$ cat src/rtl/baud_gen_frac.sv
`default_nettype none
// ============================================================================
// baud_gen_frac : fractional-divider baud tick generator producing oversample,
//                 mid-bit and end-of-bit ticks with a programmable divisor.
// Revision      : 1.0
// ============================================================================
module baud_gen_frac #(
  parameter int CLOCK_FREQ = 50000000,
  parameter int BAUD_RATE  = 9600,
  parameter int OVERSAMPLE = 16,
  parameter int FRAC_W     = 4,
  parameter int DIV_W      = 16
) (
  input  logic             clk,
  input  logic             reset_n,
  input  logic             enable,
  input  logic             resync,
  input  logic             cfg_valid,
  input  logic [DIV_W-1:0] cfg_div,
  output logic             cfg_ready,
  output logic             cfg_err,
  output logic [DIV_W-1:0] div_active,
  output logic             os_tick,
  output logic             mid_tick,
  output logic             bit_tick
);

  localparam logic [DIV_W-1:0] DIV_DEFAULT =
    DIV_W'((64'(CLOCK_FREQ) << FRAC_W) / (64'(BAUD_RATE) * 64'(OVERSAMPLE)));
  localparam int CNT_W = (OVERSAMPLE > 1) ? $clog2(OVERSAMPLE) : 1;

  localparam logic [DIV_W:0]   c_step     = {{DIV_W{1'b0}}, 1'b1} << FRAC_W;
  localparam logic [DIV_W-1:0] c_min_div  = {{(DIV_W-1){1'b0}}, 1'b1} << (FRAC_W + 1);
  localparam logic [CNT_W-1:0] c_cnt_last = CNT_W'(OVERSAMPLE - 1);
  localparam logic [CNT_W-1:0] c_cnt_mid  = CNT_W'(OVERSAMPLE / 2 - 1);

  logic [DIV_W-1:0] r_acc;
  logic [CNT_W-1:0] r_os_cnt;
  logic             r_pend_valid;
  logic [DIV_W-1:0] r_pend_div;

  logic [DIV_W:0]   w_sum;
  logic [DIV_W-1:0] w_rem;
  logic             w_hit;
  logic             w_run;
  logic             w_last;
  logic             w_mid;
  logic             w_bit;
  logic             w_apply;
  logic             w_accept;
  logic             w_bad;

  // Remainder is taken modulo 2^DIV_W: the true value is below div_active.
  assign w_sum    = {1'b0, r_acc} + c_step;
  assign w_rem    = w_sum[DIV_W-1:0] - div_active;
  assign w_hit    = (w_sum >= {1'b0, div_active});
  assign w_run    = enable && !resync;
  assign w_last   = (r_os_cnt == c_cnt_last);
  assign w_mid    = (r_os_cnt == c_cnt_mid);
  assign w_bit    = w_run && w_hit && w_last;
  assign w_apply  = r_pend_valid && (!w_run || w_bit);
  assign w_accept = cfg_valid && cfg_ready;
  assign w_bad    = (cfg_div < c_min_div);

  always_ff @(posedge clk or negedge reset_n) begin
    if (!reset_n) begin
      r_acc        <= '0;
      r_os_cnt     <= '0;
      r_pend_valid <= 1'b0;
      r_pend_div   <= '0;
      div_active   <= DIV_DEFAULT;
      cfg_ready    <= 1'b1;
      cfg_err      <= 1'b0;
      os_tick      <= 1'b0;
      mid_tick     <= 1'b0;
      bit_tick     <= 1'b0;
    end else begin
      os_tick  <= 1'b0;
      mid_tick <= 1'b0;
      bit_tick <= 1'b0;
      cfg_err  <= 1'b0;

      if (!w_run) begin
        r_acc    <= '0;
        r_os_cnt <= '0;
      end else if (w_hit) begin
        os_tick  <= 1'b1;
        mid_tick <= w_mid;
        bit_tick <= w_last;
        r_acc    <= w_rem;
        r_os_cnt <= w_last ? '0 : r_os_cnt + CNT_W'(1);
      end else begin
        r_acc <= w_sum[DIV_W-1:0];
      end

      // Apply restarts the phase but leaves a coincident bit_tick intact.
      if (w_apply) begin
        div_active   <= r_pend_div;
        r_acc        <= '0;
        r_os_cnt     <= '0;
        r_pend_valid <= 1'b0;
        cfg_ready    <= 1'b1;
      end else if (w_accept) begin
        if (w_bad) begin
          cfg_err <= 1'b1;
        end else begin
          r_pend_div   <= cfg_div;
          r_pend_valid <= 1'b1;
          cfg_ready    <= 1'b0;
        end
      end
    end
  end

endmodule
`default_nettype wire

$ cat config.mk
export PLATFORM = sky130hd
export DESIGN_NAME = baud_gen_frac
export DESIGN_NICKNAME = d
export VERILOG_FILES = /design/src/rtl/baud_gen_frac.sv
export SDC_FILE = /design/constraint.sdc
export NUM_CORES = 1
export LEC_CHECK = 0
export ABC_AREA = 1
export CAP_MARGIN = 10
export CORE_ASPECT_RATIO = 0.5
export CORE_MARGIN = 2
export CORE_UTILIZATION = 43
export CTS_BUF_LIST = sky130_fd_sc_hd__clkbuf_16
export CTS_CLUSTER_SIZE = 10
export DETAILED_ROUTE_END_ITERATION = 12
export GPL_TIMING_DRIVEN = 0
export PLACE_DENSITY = 0.65
export SYNTH_ARGS = -nofsm -noshare
export SYNTH_HDL_FRONTEND = slang
export SYNTH_SLANG_ARGS = --single-unit
$ cat constraint.sdc
create_clock -name clk -period 5.4 [get_ports clk]
set_clock_uncertainty 0.05 [all_clocks]
set_input_delay 0.54 -clock clk [delete_from_list [all_inputs] [get_ports clk]]
set_output_delay 0.54 -clock clk [all_outputs]
set_load 0.01 [all_outputs]
Word-level counts from Yosys, hierarchy flattened
Index checks and enable logic that the tools add are counted.
{"block": "word_totals", "register_bits": 58, "output_inout_bits": 21, "word_cells": 54}
{"block": "classes", "add_sub_neg": 3, "magnitude_cmp": 2, "n_eq_ne": 4, "muxes": 22, "n_bitwise": 2, "n_reduce_logical": 11}
{"cell": "$mux W16", "n": 3}
{"cell": "$add A16 B5 Y17 const B", "n": 1}
{"cell": "$ge A17 B16 Y1", "n": 1}
{"cell": "$lt A16 B6 Y1 const B", "n": 1}
{"cell": "$mux W4", "n": 4}
{"cell": "$sub A16 B16 Y16", "n": 1}
{"cell": "$mux W1", "n": 15}
{"cell": "$logic_and A1 B1 Y1", "n": 5}
{"cell": "$add A4 B1 Y4 const B", "n": 1}
{"cell": "$eq A4 B3 Y1 const B", "n": 1}
{"cell": "$eq A4 B4 Y1 const B", "n": 1}
{"cell": "$ne A3 B2 Y1 const B", "n": 1}
{"cell": "$reduce_and A3 Y1", "n": 1}
{"cell": "$logic_not A1 Y1", "n": 2}
{"cell": "$ne A2 B2 Y1 const B", "n": 1}
{"cell": "$not A1 Y1", "n": 2}
{"cell": "$reduce_and A2 Y1", "n": 1}
{"cell": "$reduce_bool A2 Y1", "n": 1}
{"cell": "$logic_or A1 B1 Y1", "n": 1}

Logic depth before layout (Yosys ltp)
Gate-level depths: netlist of run 1.
{"block": "depth", "ltp_word": 8, "depth_mapped": 22}

Worst setup path before layout of run 1
No wires, ideal clock.
{"block": "synth_path", "kind": "register to register", "startpoint": "register r_acc[4]", "endpoint": "register r_pend_div[10]", "t_arrival_ns": 2.587, "t_required_ns": 5.233, "path_slack_ns": 2.646, "path_stages_with_launch": 23, "path_buffers": 1, "period_less_slack_ns": 2.754, "path_cell_list": "dfrtp_1 ha_1 nand2_1 nor2_2 nand4_1 or3_1 nand2_1 ha_1 nand2_1 inv_1 nand2_1 nor2_1 nand2_1 nand3_1 nor2_1 nand2_2 nand2_2 nand2_1 nand2_2 nand2_2 buf_4 nand2_1 nand2_1"}
{"block": "synth_via", "elab_chain_len": 8}
{"element": "from (decl)", "line_no": "37", "rtl": "logic [DIV_W-1:0] r_acc;"}
{"element": "from (signal assigned)", "line_no": "90", "rtl": "r_acc <= w_rem;"}
{"element": "from (signal assigned)", "line_no": "93", "rtl": "r_acc <= w_sum[DIV_W-1:0];"}
{"element": "$add A16 B5 Y17", "line_no": "54", "rtl": "assign w_sum = {1'b0, r_acc} + c_step;"}
{"element": "$ge A17 B16 Y1", "line_no": "56", "rtl": "assign w_hit = (w_sum >= {1'b0, div_active});"}
{"element": "$logic_and A1 B1 Y1 (2 in a row)", "line_no": "60", "rtl": "assign w_bit = w_run && w_hit && w_last;"}
{"element": "$logic_or A1 B1 Y1", "line_no": "61", "rtl": "assign w_apply = r_pend_valid && (!w_run || w_bit);"}
{"element": "$logic_and A1 B1 Y1", "line_no": "61"}
{"element": "$not A1 Y1 (no source line)"}
{"element": "$reduce_and A3 Y1 (no source line)"}
{"element": "to (signal assigned)", "line_no": "107", "rtl": "r_pend_div <= cfg_div;"}
{"element": "to (decl)", "line_no": "40", "rtl": "logic [DIV_W-1:0] r_pend_div;"}
Every way passes these cells.
A chain may end at the register's enable or synchronous reset.

Worst setup path in the final report of run 1
{"block": "layout_path", "startpoint": "register r_acc[4]", "endpoint": "register r_acc[4]"}
{"block": "layout_via", "elab_chain_len": 7, "word_cells_on_any_way": 10, "classes_between": "add/sub: 2; order compare: 1; mux: 3; reduce/logical: 4"}
{"element": "$add A16 B5 Y17 *", "line_no": "54"}
{"element": "$ge A17 B16 Y1", "line_no": "56"}
{"element": "$logic_and A1 B1 Y1 (2 in a row)", "line_no": "60"}
{"element": "$logic_or A1 B1 Y1", "line_no": "61"}
{"element": "$logic_and A1 B1 Y1", "line_no": "61"}
{"element": "$mux W16 *", "line_no": "97", "rtl": "if (w_apply) begin"}
Mark *: on every way between the ends. The rest lies on a longest branch, timed or not.

==> results of run 1 <==
[worst max-delay path, cell delays in order (launching register included)]
cell and delay (ps):
sky130_fd_sc_hd__dfrtp_1 370, sky130_fd_sc_hd__ha_1 190, sky130_fd_sc_hd__nand2_1 120, sky130_fd_sc_hd__nor2_2 150
sky130_fd_sc_hd__nand4_1 170, sky130_fd_sc_hd__or3_1 360, sky130_fd_sc_hd__nand2_1 90, sky130_fd_sc_hd__ha_1 270
sky130_fd_sc_hd__nand2_1 130, sky130_fd_sc_hd__inv_1 50, sky130_fd_sc_hd__nand2_1 50, sky130_fd_sc_hd__nor2_1 40
sky130_fd_sc_hd__nand2_1 80, sky130_fd_sc_hd__nand3_1 70, sky130_fd_sc_hd__nor2_1 110, sky130_fd_sc_hd__nand2_2 90
sky130_fd_sc_hd__nand2_1 260, sky130_fd_sc_hd__clkinv_1 330, sky130_fd_sc_hd__nand3_1 190, sky130_fd_sc_hd__nand2_1 60
[how the worst max path moves through the flow]
| stage | to | depth (start not counted) |
|---|---|---|
| after floorplan | r_pend_div[10]$_DFFE_PN0P_ | 22 |
| after global placement | r_acc[14]$_DFF_PN0_ | 1 |
| after detailed placement | r_acc[4]$_DFF_PN0_ | 19 |
| after CTS | r_acc[4]$_DFF_PN0_ | 19 |
| after global routing | r_acc[2]$_DFFE_PN0P_ | 19 |
| final | r_acc[4]$_DFF_PN0_ | 19 |
[synthesized netlist by cell type (all sizes together)]
cell type | number | area, µm²
o21bai | 2 | 15.01
xor2 | 11 | 96.34
nor4 | 4 | 25.02
clkinv | 2 | 7.510
nand2 | 183 | 701.9
a21boi | 1 | 7.510
nand4 | 4 | 25.02
nor3b | 1 | 7.510
dfstp | 6 | 157.7
fa | 1 | 20.02
ha | 18 | 225.2
nand3 | 41 | 205.2
o21ai | 12 | 60.06
a21oi | 15 | 78.83
nor2 | 34 | 132.6
buf | 10 | 83.83
a31oi | 1 | 6.260
nor3 | 3 | 15.01
a21o | 1 | 7.510
o2111ai | 1 | 8.760
dfrtp | 52 | 1301
inv | 64 | 240.2
xnor2 | 8 | 70.07
clkbuf | 1 | 3.750
o22ai | 2 | 12.51
or3 | 1 | 6.260
nand3b | 2 | 27.53
[through the flow]
step	cells	util [%]	hold WS (ps)	total power [mW]	area (µm²)
floorplan	481	-	194.4	1.059	3548
global placement	634	51.24	372.1	1.215	4099
detailed placement	635	51.42	379.8	1.224	4114
CTS	651	55.00	165.0	1.785	4400
global route	651	55.00	200.8	1.907	4400
finish	651	55.00	150.8	1.778	4400
[sequential cells by signal, summed over array words and instances, names as in the netlist]
register,flops
bit_tick,1
cfg_err,1
cfg_ready,1
div_active,16
mid_tick,1
os_tick,1
r_acc,16
r_os_cnt,4
r_pend_div,16
r_pend_valid,1
[area by class of cell]
class,instances,share of cell area (%)
multi-input cells,346,39.86
clock inverters,7,1.393
well taps,112,3.185
inverters,66,5.630
clock buffers,9,5.118
plain buffers,11,1.990
repair buffers,42,9.667
flip-flops and latches,58,33.15
[power by group through the flow]
| stage | clock, mW | sequential (mW) | combinational [mW] |
|---|---|---|---|
| 2_1_floorplan | 0 | 0.486 | 0.572 |
| 3_3_place_gp | 0 | 0.490 | 0.725 |
| 3_5_place_dp | 0 | 0.491 | 0.733 |
| 4_1_cts | 0.564 | 0.484 | 0.738 |
| 5_1_grt | 0.582 | 0.487 | 0.838 |
| 6_report | 0.554 | 0.484 | 0.739 |
[cells by family (layout without fill, tap and decap cells)]
family,count (synthesis),in the layout,share of synthesized area [%]
XOR/XNOR,19,19,4.690
adder cells (fa/ha/maj),19,19,6.911
flip-flops,58,58,41.11
AND/OR/NAND/NOR,273,273,32.30
buffers and inverters,77,135,9.450
AO/OA/AOI/OAI,35,35,5.536
[routing by layer]
layer  up-vias  part of all wire (%)
li1       1622                     -
met1      1438                    51
met3         8                   6.0
met4         0                   1.1
met5         -                     0
met2        71                    42
==> impl_metrics.prom, run 1 <==
# TYPE chip_impl_metric gauge
chip_impl_metric{name="yosys_register_bits",unit=""} 58
chip_impl_metric{name="power.share.sequential",unit="%"} 27.2
chip_impl_info{name="timing.rr.end",value="r_acc[4]$_DFF_PN0_"} 1
chip_impl_metric{name="globalRouteMet2Util",unit="%"} 32.97
chip_impl_metric{name="worst-r2r-cell-count",unit=""} 19
chip_impl_metric{name="irDropWorstVdd",unit="V"} 0.0002315
chip_impl_metric{name="maxCapViolCount",unit=""} 0
chip_impl_metric{name="drt-wirelength-per-cell",unit="µm"} 13.39
chip_impl_metric{name="combinationalPowerShare",unit="%"} 41.6
chip_impl_metric{name="internal_power",unit="mW"} 1.100
chip_impl_metric{name="netSwitchingFraction",unit="%"} 38.12
chip_impl_info{name="path_class",value="reg2reg"} 1
chip_impl_metric{name="antenna_violating_nets_post_route",unit=""} 0
chip_impl_metric{name="grt_util_met1",unit="%"} 29.16
chip_impl_metric{name="netlist_instances",unit=""} 481
chip_impl_metric{name="grt_use_met3",unit="%"} 5.259
chip_impl_info{name="run_status",value="finished clean"} 1
chip_impl_metric{name="cts_max_path_buffers",unit=""} 2
chip_impl_info{name="startpoint_of_the_worst_setup_timing_path",value="r_acc[4]$_DFF_PN0_"} 1
chip_impl_metric{name="core_region_area",unit="µm²"} 8000
chip_impl_metric{name="yosysSeqAreaShare",unit="%"} 41.11
chip_impl_metric{name="power.net_switching",unit="mW"} 0.6776
chip_impl_metric{name="num-fill-cells",unit=""} 799
chip_impl_metric{name="std_cell_rows",unit=""} 23
chip_impl_metric{name="avgViaCountPerCell",unit=""} 4.822
chip_impl_info{name="worstSetupStartpointType",value="register"} 1
chip_impl_metric{name="timing.critical_path.arrival",unit="ps"} 3540
chip_impl_metric{name="number_of_vias_in_the_routed_layout",unit=""} 3139
chip_impl_metric{name="postCtsHoldBufs",unit=""} 0
chip_impl_metric{name="critPathMaxFanout",unit=""} 9
chip_impl_metric{name="hpwlAfterDp",unit="mm"} 6.752
chip_impl_metric{name="min_period_over_period",unit="%"} 62.61
chip_impl_metric{name="power.clock.fraction",unit="%"} 31.2
chip_impl_info{name="worstReg2RegStart",value="r_acc[4]$_DFF_PN0_"} 1
chip_impl_info{name="rsz0062_at_grt",value="no"} 1
chip_impl_info{name="category_of_the_worst_setup_path_capture_point",value="register"} 1
chip_impl_metric{name="syn-mean-instance-area",unit="µm²"} 7.377
chip_impl_metric{name="totalWireLength",unit="mm"} 8.719
chip_impl_metric{name="power.density",unit="nW/µm²"} 404.0
chip_impl_info{name="layout.cells.most_common_list",value="sky130_fd_sc_hd__nand2_1 (177), sky130_fd_sc_hd__inv_1 (61), sky130_fd_sc_hd__dfrtp_1 (52), sky130_fd_sc_hd__nand3_1 (41), sky130_fd_sc_hd__clkdlybuf4s50_1 (40)"} 1
chip_impl_metric{name="placement.setup.worst_slack",unit="ps"} 2029
chip_impl_metric{name="grt_usage",unit="%"} 21.00
chip_impl_metric{name="aggregate_negative_setup_slack",unit="ps"} 0
chip_impl_metric{name="die_extent_in_y",unit="µm"} 68.24
chip_impl_metric{name="drt_first_iter_violations",unit=""} 173
chip_impl_metric{name="worst_pin_slew",unit="ps"} 926.0
chip_impl_info{name="root_buffer",value="sky130_fd_sc_hd__clkbuf_16"} 1
chip_impl_metric{name="hold_viol_final",unit=""} 0
chip_impl_metric{name="finalCriticalPeriod",unit="ps"} 3381
chip_impl_metric{name="initial_core_util",unit="%"} 44.35
chip_impl_metric{name="grt_overflow",unit=""} 0
chip_impl_metric{name="fp.dieArea",unit="µm²"} 9039
chip_impl_metric{name="synth.cell_area",unit="µm²"} 3548
chip_impl_metric{name="layout.nets",unit=""} 574
chip_impl_metric{name="relSlewSlack",unit="%"} 38.04
chip_impl_metric{name="multi_input_gate_area",unit="µm²"} 1754
chip_impl_metric{name="post_cts_resized",unit=""} 0
chip_impl_metric{name="final_layout_size_suffix_gt1_share",unit="%"} 8.534
chip_impl_metric{name="synth_nets",unit=""} 521
chip_impl_metric{name="route.detailed.drc",unit=""} 0
chip_impl_metric{name="worst-r2r-setup-slack",unit="ps"} 2020
chip_impl_metric{name="first_pass_grt_wire_length",unit="mm"} 14.17
chip_impl_metric{name="post_synth_num_cell_types",unit=""} 34
chip_impl_info{name="final_common_cell",value="sky130_fd_sc_hd__nand2_1"} 1
chip_impl_metric{name="gp_congestion",unit=""} 0.9336
chip_impl_metric{name="dieWidth",unit="µm"} 132.5
chip_impl_metric{name="grt_start_max_net_pins",unit=""} 36
chip_impl_metric{name="final_number_of_setup_violating_endpoints",unit=""} 0
chip_impl_metric{name="yosys_warnings",unit=""} 0
chip_impl_metric{name="antenna_found_initial",unit=""} 0
chip_impl_metric{name="finalWorstSetupSlack",unit="ps"} 2019
chip_impl_info{name="min_delay_worst_type",value="in2async"} 1
chip_impl_info{name="grt-busiest-layer",value="met2"} 1
chip_impl_metric{name="leakagePower",unit="nW"} 2.336
chip_impl_metric{name="drt_first_pass_iters",unit=""} 4
chip_impl_metric{name="cts_inserted_buffers",unit=""} 9
chip_impl_metric{name="final-max-slew-violation-count",unit=""} 0
chip_impl_metric{name="post-cts-setup-buffers",unit=""} 0
chip_impl_metric{name="number_of_global_route_vias_before_repair",unit=""} 2901
chip_impl_metric{name="syn_to_final_growth",unit="%"} 24.01
chip_impl_metric{name="worst_skew_pair.late_latency",unit="ps"} 330
chip_impl_metric{name="io_pins",unit=""} 42
chip_impl_metric{name="clock.fmax",unit="MHz"} 295.8
chip_impl_metric{name="clock_edge_transition_at_the_registers_on_the_reported_setup_and_hold_paths",unit="ps"} 50
chip_impl_metric{name="insertedDiodeCount",unit=""} 0
chip_impl_metric{name="critPathRequiredTime",unit="ps"} 5560
chip_impl_metric{name="number_of_sinks_on_the_clock_net",unit=""} 58
chip_impl_metric{name="sequential_cell_area",unit="µm²"} 1459
chip_impl_metric{name="port_buffers",unit=""} 41
chip_impl_metric{name="htree_levels",unit=""} 3
chip_impl_info{name="cts_tree",value="built"} 1
No activity file was read; power rests on OpenSTA's default activity.
==> run 2, diff against run 1 <==
- clock period: 5.4 -> 3.2 ns (I/O delays scaled with it)
==> run 2 against run 1 <==
Compared with the run above: clock power grew 70%; cell area grew 9.3%; clock-buffer cell count is the same; sequential share of layout area shrank 2.8 points; non-clock buffer count grew 15; register-to-register slack lost 1900 ps; total power grew 75%; die area is the same; critical path depth grew 4; fmax grew 8.5%; first-iteration DRC count shrank 9.2%.
==> impl_metrics.prom, run 2 (synthesis gave the netlist of run 1 again) <==
# TYPE chip_impl_metric gauge
chip_impl_metric{name="drt_first_pass_iters",unit=""} 4
chip_impl_metric{name="syn_to_final_growth",unit="%"} 35.58
chip_impl_info{name="crit_path_cell_trace",value="ha_2 > nand2_4 > nor2_4 > nand4_1 > buf_4 > o21ai_4 > nand2_4 > ha_4 > nand2_4 > inv_2 > nand2_1 > nor2_1 > nand2_1 > nand3_1 > nor2_1 > nand2_2 > nand2_4 > nand2_4 > nand2_8 > buf_12 > clkbuf_16 > nand3_2 > nand2_1"} 1
chip_impl_metric{name="timing.critical_path.slowest_cell_delay",unit="ps"} 370
chip_impl_info{name="critPathMostFrequentCell",value="sky130_fd_sc_hd__nand2_4"} 1
chip_impl_info{name="grt-busiest-layer",value="met2"} 1
chip_impl_metric{name="totalWireLength",unit="mm"} 9.449
chip_impl_metric{name="io_pins",unit=""} 42
chip_impl_info{name="min_delay_worst_type",value="reg2reg"} 1
chip_impl_info{name="category_of_the_worst_setup_path_capture_point",value="register"} 1
chip_impl_metric{name="antenna_found_initial",unit=""} 0
chip_impl_metric{name="irDropWorstVdd",unit="V"} 0.0003685
chip_impl_metric{name="grt_overflow",unit=""} 0
chip_impl_metric{name="grt_usage",unit="%"} 21.82
chip_impl_info{name="final_common_cell",value="sky130_fd_sc_hd__nand2_1"} 1
chip_impl_info{name="worstReg2RegStart",value="r_acc[4]$_DFF_PN0_"} 1
chip_impl_metric{name="power",unit="mW"} 3.110
chip_impl_metric{name="worst_skew_pair.late_latency",unit="ps"} 330
chip_impl_metric{name="final_number_of_setup_violating_endpoints",unit=""} 0
chip_impl_metric{name="antenna_violating_nets_post_route",unit=""} 0
chip_impl_info{name="worstSetupStartpointType",value="register"} 1
chip_impl_metric{name="leakagePower",unit="nW"} 2.485
chip_impl_metric{name="number_of_sinks_on_the_clock_net",unit=""} 58
chip_impl_info{name="layout_top_registers",value="div_active (16), r_acc (16), r_pend_div (16)"} 1
chip_impl_metric{name="hpwlAfterDp",unit="mm"} 6.752
chip_impl_metric{name="num-fill-cells",unit=""} 750
chip_impl_info{name="critPathCapture",value="r_acc[3]$_DFFE_PN0P_"} 1
chip_impl_metric{name="worst-path-buf-inv",unit=""} 4
chip_impl_metric{name="gp_congestion",unit=""} 0.9336
chip_impl_info{name="cts_tree",value="built"} 1
chip_impl_info{name="path_class",value="reg2reg"} 1
chip_impl_info{name="run_status",value="finished clean"} 1
chip_impl_metric{name="worst_pin_slew",unit="ps"} 1097
chip_impl_metric{name="die_extent_in_y",unit="µm"} 68.24
chip_impl_metric{name="grt_util_met1",unit="%"} 29.99
chip_impl_metric{name="std_cell_rows",unit=""} 23
chip_impl_metric{name="htree_levels",unit=""} 3
chip_impl_metric{name="drt_first_iter_violations",unit=""} 157
chip_impl_metric{name="fp.dieArea",unit="µm²"} 9039
chip_impl_metric{name="number_of_global_route_vias_before_repair",unit=""} 3031
chip_impl_metric{name="cts_inserted_buffers",unit=""} 9
chip_impl_metric{name="maxCapViolCount",unit=""} 0
chip_impl_metric{name="hold_viol_final",unit=""} 0
chip_impl_info{name="startpoint_of_the_worst_setup_timing_path",value="r_acc[4]$_DFF_PN0_"} 1
chip_impl_metric{name="critPathMaxFanout",unit=""} 7
chip_impl_info{name="critPathSlowestCell",value="sky130_fd_sc_hd__dfrtp_1"} 1
chip_impl_metric{name="clock_edge_transition_at_the_registers_on_the_reported_setup_and_hold_paths",unit="ps"} 50
chip_impl_metric{name="cp_num_cells",unit=""} 23
chip_impl_metric{name="drt-wirelength-per-cell",unit="µm"} 14.19
chip_impl_metric{name="route.detailed.drc",unit=""} 0
chip_impl_metric{name="avgViaCountPerCell",unit=""} 4.856
chip_impl_info{name="timing.rr.end",value="r_acc[3]$_DFFE_PN0P_"} 1
chip_impl_metric{name="worst-r2r-setup-slack",unit="ps"} 80
chip_impl_metric{name="dieWidth",unit="µm"} 132.5
chip_impl_metric{name="worst-r2r-cell-count",unit=""} 23
chip_impl_metric{name="finalCriticalPeriod",unit="ps"} 3115
chip_impl_metric{name="power.density",unit="nW/µm²"} 646.5
chip_impl_metric{name="final-max-slew-violation-count",unit=""} 0
chip_impl_metric{name="grt_start_max_net_pins",unit=""} 36
chip_impl_metric{name="grt_use_met3",unit="%"} 5.259
chip_impl_metric{name="cts_max_path_buffers",unit=""} 2
chip_impl_metric{name="number_of_vias_in_the_routed_layout",unit=""} 3234
chip_impl_info{name="rsz0062_at_grt",value="yes"} 1
chip_impl_metric{name="core_region_area",unit="µm²"} 8000
chip_impl_info{name="root_buffer",value="sky130_fd_sc_hd__clkbuf_16"} 1
chip_impl_metric{name="layout.nets",unit=""} 589
chip_impl_metric{name="clock.fmax",unit="MHz"} 321.0
chip_impl_info{name="layout.cells.most_common_list",value="sky130_fd_sc_hd__nand2_1 (166), sky130_fd_sc_hd__inv_1 (60), sky130_fd_sc_hd__dfrtp_1 (52), sky130_fd_sc_hd__clkdlybuf4s50_1 (40), sky130_fd_sc_hd__nor2_1 (31)"} 1
chip_impl_metric{name="critPathRequiredTime",unit="ps"} 3370
chip_impl_info{name="cpLargestDelayFamily",value="simple AND/OR/NAND/NOR gates"} 1
chip_impl_metric{name="min_period_over_period",unit="%"} 97.36
chip_impl_metric{name="whs",unit="ps"} 387.7
chip_impl_metric{name="globalRouteMet2Util",unit="%"} 34.91
chip_impl_metric{name="insertedDiodeCount",unit=""} 0
chip_impl_metric{name="timing.critical_path.arrival",unit="ps"} 3280
chip_impl_metric{name="final_layout_size_suffix_gt1_share",unit="%"} 17.15
chip_impl_metric{name="first_pass_grt_wire_length",unit="mm"} 14.76
chip_impl_metric{name="initial_core_util",unit="%"} 44.35
chip_impl_metric{name="port_buffers",unit=""} 41
chip_impl_metric{name="relSlewSlack",unit="%"} 26.58
## run 2: timing repair
| action | in CTS | in global routing |
|---|---|---|
| gates cloned | 1 | 2 |
| resized for setup | 18 | 40 |
| hold endpoints to repair | 22 | 0 |
| hold buffers | 1 | 0 |
| setup buffers | 11 | 1 |
| pin swaps | 9 | 28 |
| endpoints found under the setup margin | 44 | 56 |
## run 2: worst min-delay path by stage
stage / endpoint / startpoint / slack [ps] / cells after the start
floorplan: bit_tick$_DFF_PN0_ / reset_n / -30 / 0
global placement: mid_tick$_DFF_PN0_ / r_os_cnt[3]$_DFFE_PN0P_ / 370 / 1
detailed placement: r_pend_div[1]$_DFFE_PN0P_ / reset_n / 300 / 1
CTS: mid_tick$_DFF_PN0_ / r_os_cnt[3]$_DFFE_PN0P_ / 390 / 1
global route: mid_tick$_DFF_PN0_ / r_os_cnt[3]$_DFFE_PN0P_ / 410 / 1
finish: mid_tick$_DFF_PN0_ / r_os_cnt[3]$_DFFE_PN0P_ / 390 / 1
## run 2: area by class of cell
class	count	area [µm²]	share of cell area, %
Inverter	66	249.0	5.176
Buffer	10	107.6	2.237
Tap cell	112	140.1	2.913
Sequential cell	58	1459	30.33
Clock buffer	9	225.2	4.681
Multi-Input combinational cell	346	1962	40.78
Timing Repair Buffer	58	606.8	12.61
Clock inverter	7	61.31	1.274
## run 2: power by group
| group | switching [mW] | total (mW) | internal [mW] | leakage (nW) |
|---|---|---|---|---|
| clock network | 0.347 | 0.940 | 0.593 | 0.148 |
| logic | 0.820 | 1.35 | 0.526 | 1.55 |
| registers | 0.0428 | 0.824 | 0.781 | 0.783 |
## run 2: through the flow
| step | area (µm²) | worst slack [ps] | utilization (%) | instances | setup TNS (ps) |
|---|---|---|---|---|---|
| detailed placement | 4114 | -170.7 | 51.42 | 635 | -2737 |
| finish | 4811 | 84.51 | 60.13 | 666 | 0 |
| global route | 4811 | -90.96 | 60.13 | 666 | -3080 |
| floorplan | 3548 | 445.8 | - | 481 | 0 |
| global placement | 4099 | -139.6 | 51.24 | 634 | -5274 |
| CTS | 4599 | 24.40 | 57.49 | 664 | 0 |
## run 2: worst reg2reg max path, delay by kind of cell, from the launching register on
kind                       cells  cell delay, ps
buffers and inverters          4             570
and+or+nand+nor               16            1320
DFF                            1             370
adders and majority gates      2             520
AOI/OAI and AO/OA              1             180
## run 2: layer usage
layer,vias to the layer above,part of all wire [%]
li1,1645,-
met1,1517,50
met2,65,44
met3,7,5.1
met4,0,0.99
met5,-,0
==> run 3, diff against run 2 <==
==> constraint.sdc (replaced) <==
create_clock -name clk -period 3.2 [get_ports clk]
set_clock_uncertainty 0.05 [all_clocks]
set_input_delay 0.64 -clock clk [delete_from_list [all_inputs] [get_ports clk]]
set_output_delay 0.64 -clock clk [all_outputs]
set_load 0.01 [all_outputs]
==> run 3 against run 2 <==
Compared with the run above: sequential share of layout area rose by 0.063 points; fmax barely moved; via count fell by 0.22%; cell area fell by 0.21%; total power barely moved; non-clock buffer count fell by 1; register-to-register slack barely moved; highest routed layer unchanged; sequential power barely moved; global-route usage barely moved.
==> impl_metrics.prom, run 3 (synthesis gave the netlist of run 1 again) <==
# TYPE chip_impl_metric gauge
chip_impl_metric{name="core_region_area",unit="µm²"} 8000
chip_impl_metric{name="htree_levels",unit=""} 3
chip_impl_info{name="critPathMostFrequentCell",value="sky130_fd_sc_hd__nand2_4"} 1
chip_impl_metric{name="leakagePower",unit="nW"} 2.481
chip_impl_metric{name="dr_wl_met3",unit="µm"} 486
chip_impl_info{name="min_delay_worst_type",value="in2async"} 1
chip_impl_metric{name="number_of_sinks_on_the_clock_net",unit=""} 58
chip_impl_metric{name="dieWidth",unit="µm"} 132.5
chip_impl_info{name="startpoint_of_the_worst_setup_timing_path",value="r_acc[4]$_DFF_PN0_"} 1
chip_impl_info{name="crit_path_cell_trace",value="ha_2 > nand2_4 > nor2_4 > nand4_1 > buf_4 > o21ai_4 > nand2_4 > ha_4 > nand2_4 > inv_2 > nand2_1 > nor2_1 > nand2_1 > nand3_1 > nor2_1 > nand2_2 > nand2_4 > nand2_4 > nand2_8 > buf_12 > clkbuf_16 > nand3_2 > nand2_1"} 1
chip_impl_metric{name="finalCriticalPeriod",unit="ps"} 3115
chip_impl_metric{name="met1_length",unit="mm"} 4.651
chip_impl_metric{name="irDropWorstVdd",unit="V"} 0.0003684
chip_impl_info{name="topRoutingLayerUsed",value="met4"} 1
chip_impl_info{name="rsz0062_at_grt",value="yes"} 1
chip_impl_metric{name="dp.cells",unit=""} 635
chip_impl_metric{name="final_number_of_setup_violating_endpoints",unit=""} 0
chip_impl_info{name="category_of_the_worst_setup_path_capture_point",value="register"} 1
chip_impl_metric{name="grt_usage",unit="%"} 21.80
chip_impl_metric{name="power.density",unit="nW/µm²"} 647.7
chip_impl_metric{name="io_pins",unit=""} 42
chip_impl_metric{name="clock_edge_transition_at_the_registers_on_the_reported_setup_and_hold_paths",unit="ps"} 50
chip_impl_metric{name="cts_max_path_buffers",unit=""} 2
chip_impl_metric{name="fp.dieArea",unit="µm²"} 9039
chip_impl_metric{name="postCtsHoldBufs",unit=""} 0
chip_impl_metric{name="relSlewSlack",unit="%"} 30.45
chip_impl_metric{name="layout.nets",unit=""} 588
chip_impl_metric{name="placement.setup.worst_slack",unit="ps"} -170.7
chip_impl_metric{name="port_buffers",unit=""} 41
chip_impl_metric{name="std_cell_rows",unit=""} 23
chip_impl_metric{name="insertedDiodeCount",unit=""} 0
chip_impl_metric{name="grt_overflow",unit=""} 0
chip_impl_info{name="worstReg2RegStart",value="r_acc[4]$_DFF_PN0_"} 1
chip_impl_metric{name="worst-r2r-cell-count",unit=""} 23
chip_impl_metric{name="wl_met2",unit="mm"} 4.176
chip_impl_info{name="final_common_cell",value="sky130_fd_sc_hd__nand2_1"} 1
chip_impl_metric{name="antenna_violating_nets_post_route",unit=""} 0
chip_impl_metric{name="totalWireLength",unit="mm"} 9.405
chip_impl_metric{name="cts_inserted_buffers",unit=""} 9
chip_impl_metric{name="finalNonFillerCells",unit=""} 665
chip_impl_metric{name="drt_first_iter_violations",unit=""} 161
chip_impl_info{name="path_class",value="reg2reg"} 1
chip_impl_metric{name="number_of_vias_in_the_routed_layout",unit=""} 3227
chip_impl_metric{name="grt_start_max_net_pins",unit=""} 36
chip_impl_metric{name="hpwlAfterDp",unit="mm"} 6.752
chip_impl_metric{name="worst_skew_pair.late_latency",unit="ps"} 330
chip_impl_metric{name="route.detailed.drc",unit=""} 0
chip_impl_metric{name="critPathMaxFanout",unit=""} 7
chip_impl_info{name="layout_top_registers",value="div_active (16), r_acc (16), r_pend_div (16)"} 1
chip_impl_metric{name="worst_pin_slew",unit="ps"} 1039
chip_impl_metric{name="die_extent_in_y",unit="µm"} 68.24
chip_impl_info{name="layout.cells.most_common_list",value="sky130_fd_sc_hd__nand2_1 (166), sky130_fd_sc_hd__inv_1 (60), sky130_fd_sc_hd__dfrtp_1 (52), sky130_fd_sc_hd__clkdlybuf4s50_1 (40), sky130_fd_sc_hd__nor2_1 (31)"} 1
chip_impl_metric{name="finalWorstSetupSlack",unit="ps"} 85.29
chip_impl_metric{name="avgViaCountPerCell",unit=""} 4.853
chip_impl_metric{name="power",unit="mW"} 3.109
chip_impl_metric{name="num-fill-cells",unit=""} 751
chip_impl_metric{name="antenna_found_initial",unit=""} 0
chip_impl_metric{name="drt_first_pass_iters",unit=""} 4
chip_impl_metric{name="drt-wirelength-per-cell",unit="µm"} 14.14
chip_impl_metric{name="number_of_global_route_vias_before_repair",unit=""} 3025
chip_impl_metric{name="layout.core_utilization",unit="%"} 60.01
chip_impl_metric{name="final_layout_size_suffix_gt1_share",unit="%"} 17.18
chip_impl_metric{name="syn_to_final_growth",unit="%"} 35.30
chip_impl_info{name="timing.rr.end",value="r_acc[3]$_DFFE_PN0P_"} 1
chip_impl_metric{name="aggregate_negative_setup_slack",unit="ps"} 0
chip_impl_metric{name="gp_congestion",unit=""} 0.9336
chip_impl_info{name="root_buffer",value="sky130_fd_sc_hd__clkbuf_16"} 1
chip_impl_metric{name="initial_core_util",unit="%"} 44.35
chip_impl_info{name="worstSetupStartpointType",value="register"} 1
chip_impl_metric{name="timing.critical_path.slowest_cell_delay",unit="ps"} 370
chip_impl_info{name="cts_tree",value="built"} 1
chip_impl_metric{name="critPathRequiredTime",unit="ps"} 3370
chip_impl_metric{name="maxCapViolCount",unit=""} 0
chip_impl_metric{name="timing.critical_path.arrival",unit="ps"} 3280
chip_impl_info{name="run_status",value="finished clean"} 1
chip_impl_metric{name="worst-r2r-setup-slack",unit="ps"} 90
chip_impl_metric{name="final-max-slew-violation-count",unit=""} 0
chip_impl_metric{name="clock.fmax",unit="MHz"} 321.1
chip_impl_metric{name="min_period_over_period",unit="%"} 97.33
chip_impl_metric{name="first_pass_grt_wire_length",unit="mm"} 14.75
chip_impl_info{name="critPathSlowestCell",value="sky130_fd_sc_hd__dfrtp_1"} 1
chip_impl_metric{name="hold_viol_final",unit=""} 0
-- run 3: cell count changes in the layout (fill, tap and decap cells not counted) --
cell	delta
sky130_fd_sc_hd__dlygate4sd3_1	-1
-- run 3: how the worst max path moves through the flow --
stage	slack, ps	end
3_5_place_dp	-170	r_acc[4]$_DFF_PN0_
2_1_floorplan	450	r_pend_div[10]$_DFFE_PN0P_
5_1_grt	-90	r_pend_div[7]$_DFFE_PN0P_
4_1_cts	20	r_acc[4]$_DFF_PN0_
3_3_place_gp	-400	r_acc[14]$_DFF_PN0_
6_report	90	r_acc[3]$_DFFE_PN0P_
-- run 3: worst max-delay path, delay by kind of cell, from the launching register on --
kind / cells / cell delay, ps
compound gates: 1 / 180
flops: 1 / 370
fa+ha+maj: 2 / 520
buf+inv: 4 / 570
simple gates: 16 / 1310
-- run 3: final cells by class --
type                            instances  area, µm²  share of cell area [%]
Buffer                                 10      107.6                   2.241
Clock buffer                            9      225.2                   4.691
Clock inverter                          7      61.31                   1.277
Inverter                               66      249.0                   5.186
Multi-Input combinational cell        346       1962                   40.87
Sequential cell                        58       1459                   30.39
Tap cell                              112      140.1                   2.919
Timing Repair Buffer                   57      596.8                   12.43
-- run 3: power by group --
part           total (mW)  internal (mW)  switching, mW
Combinational        1.35          0.526          0.820
Sequential          0.824          0.781         0.0429
Clock               0.940          0.593          0.347
-- run 3: layer usage --
layer,vias up,GRT usage (%)
li1,1646,-
met4,0,6.183
met3,8,5.259
met2,56,34.84
met5,-,0
met1,1517,29.99
-- run 3: what timing repair did --
| item | 4_1_cts | 5_1_grt |
|---|---|---|
| gates resized for setup | 18 | 40 |
| pin swaps | 9 | 28 |
| setup buffers | 11 | 1 |
| cloned | 1 | 2 |
| setup endpoints to repair | 44 | 56 |
-- run 3: metrics by stage --
step                cell area (µm²)  hold WS, ps
floorplan                      3548        294.4
global placement               4099        372.1
detailed placement             4114        379.8
CTS                            4589        265.0
global route                   4801        294.7
finish                         4801        252.3
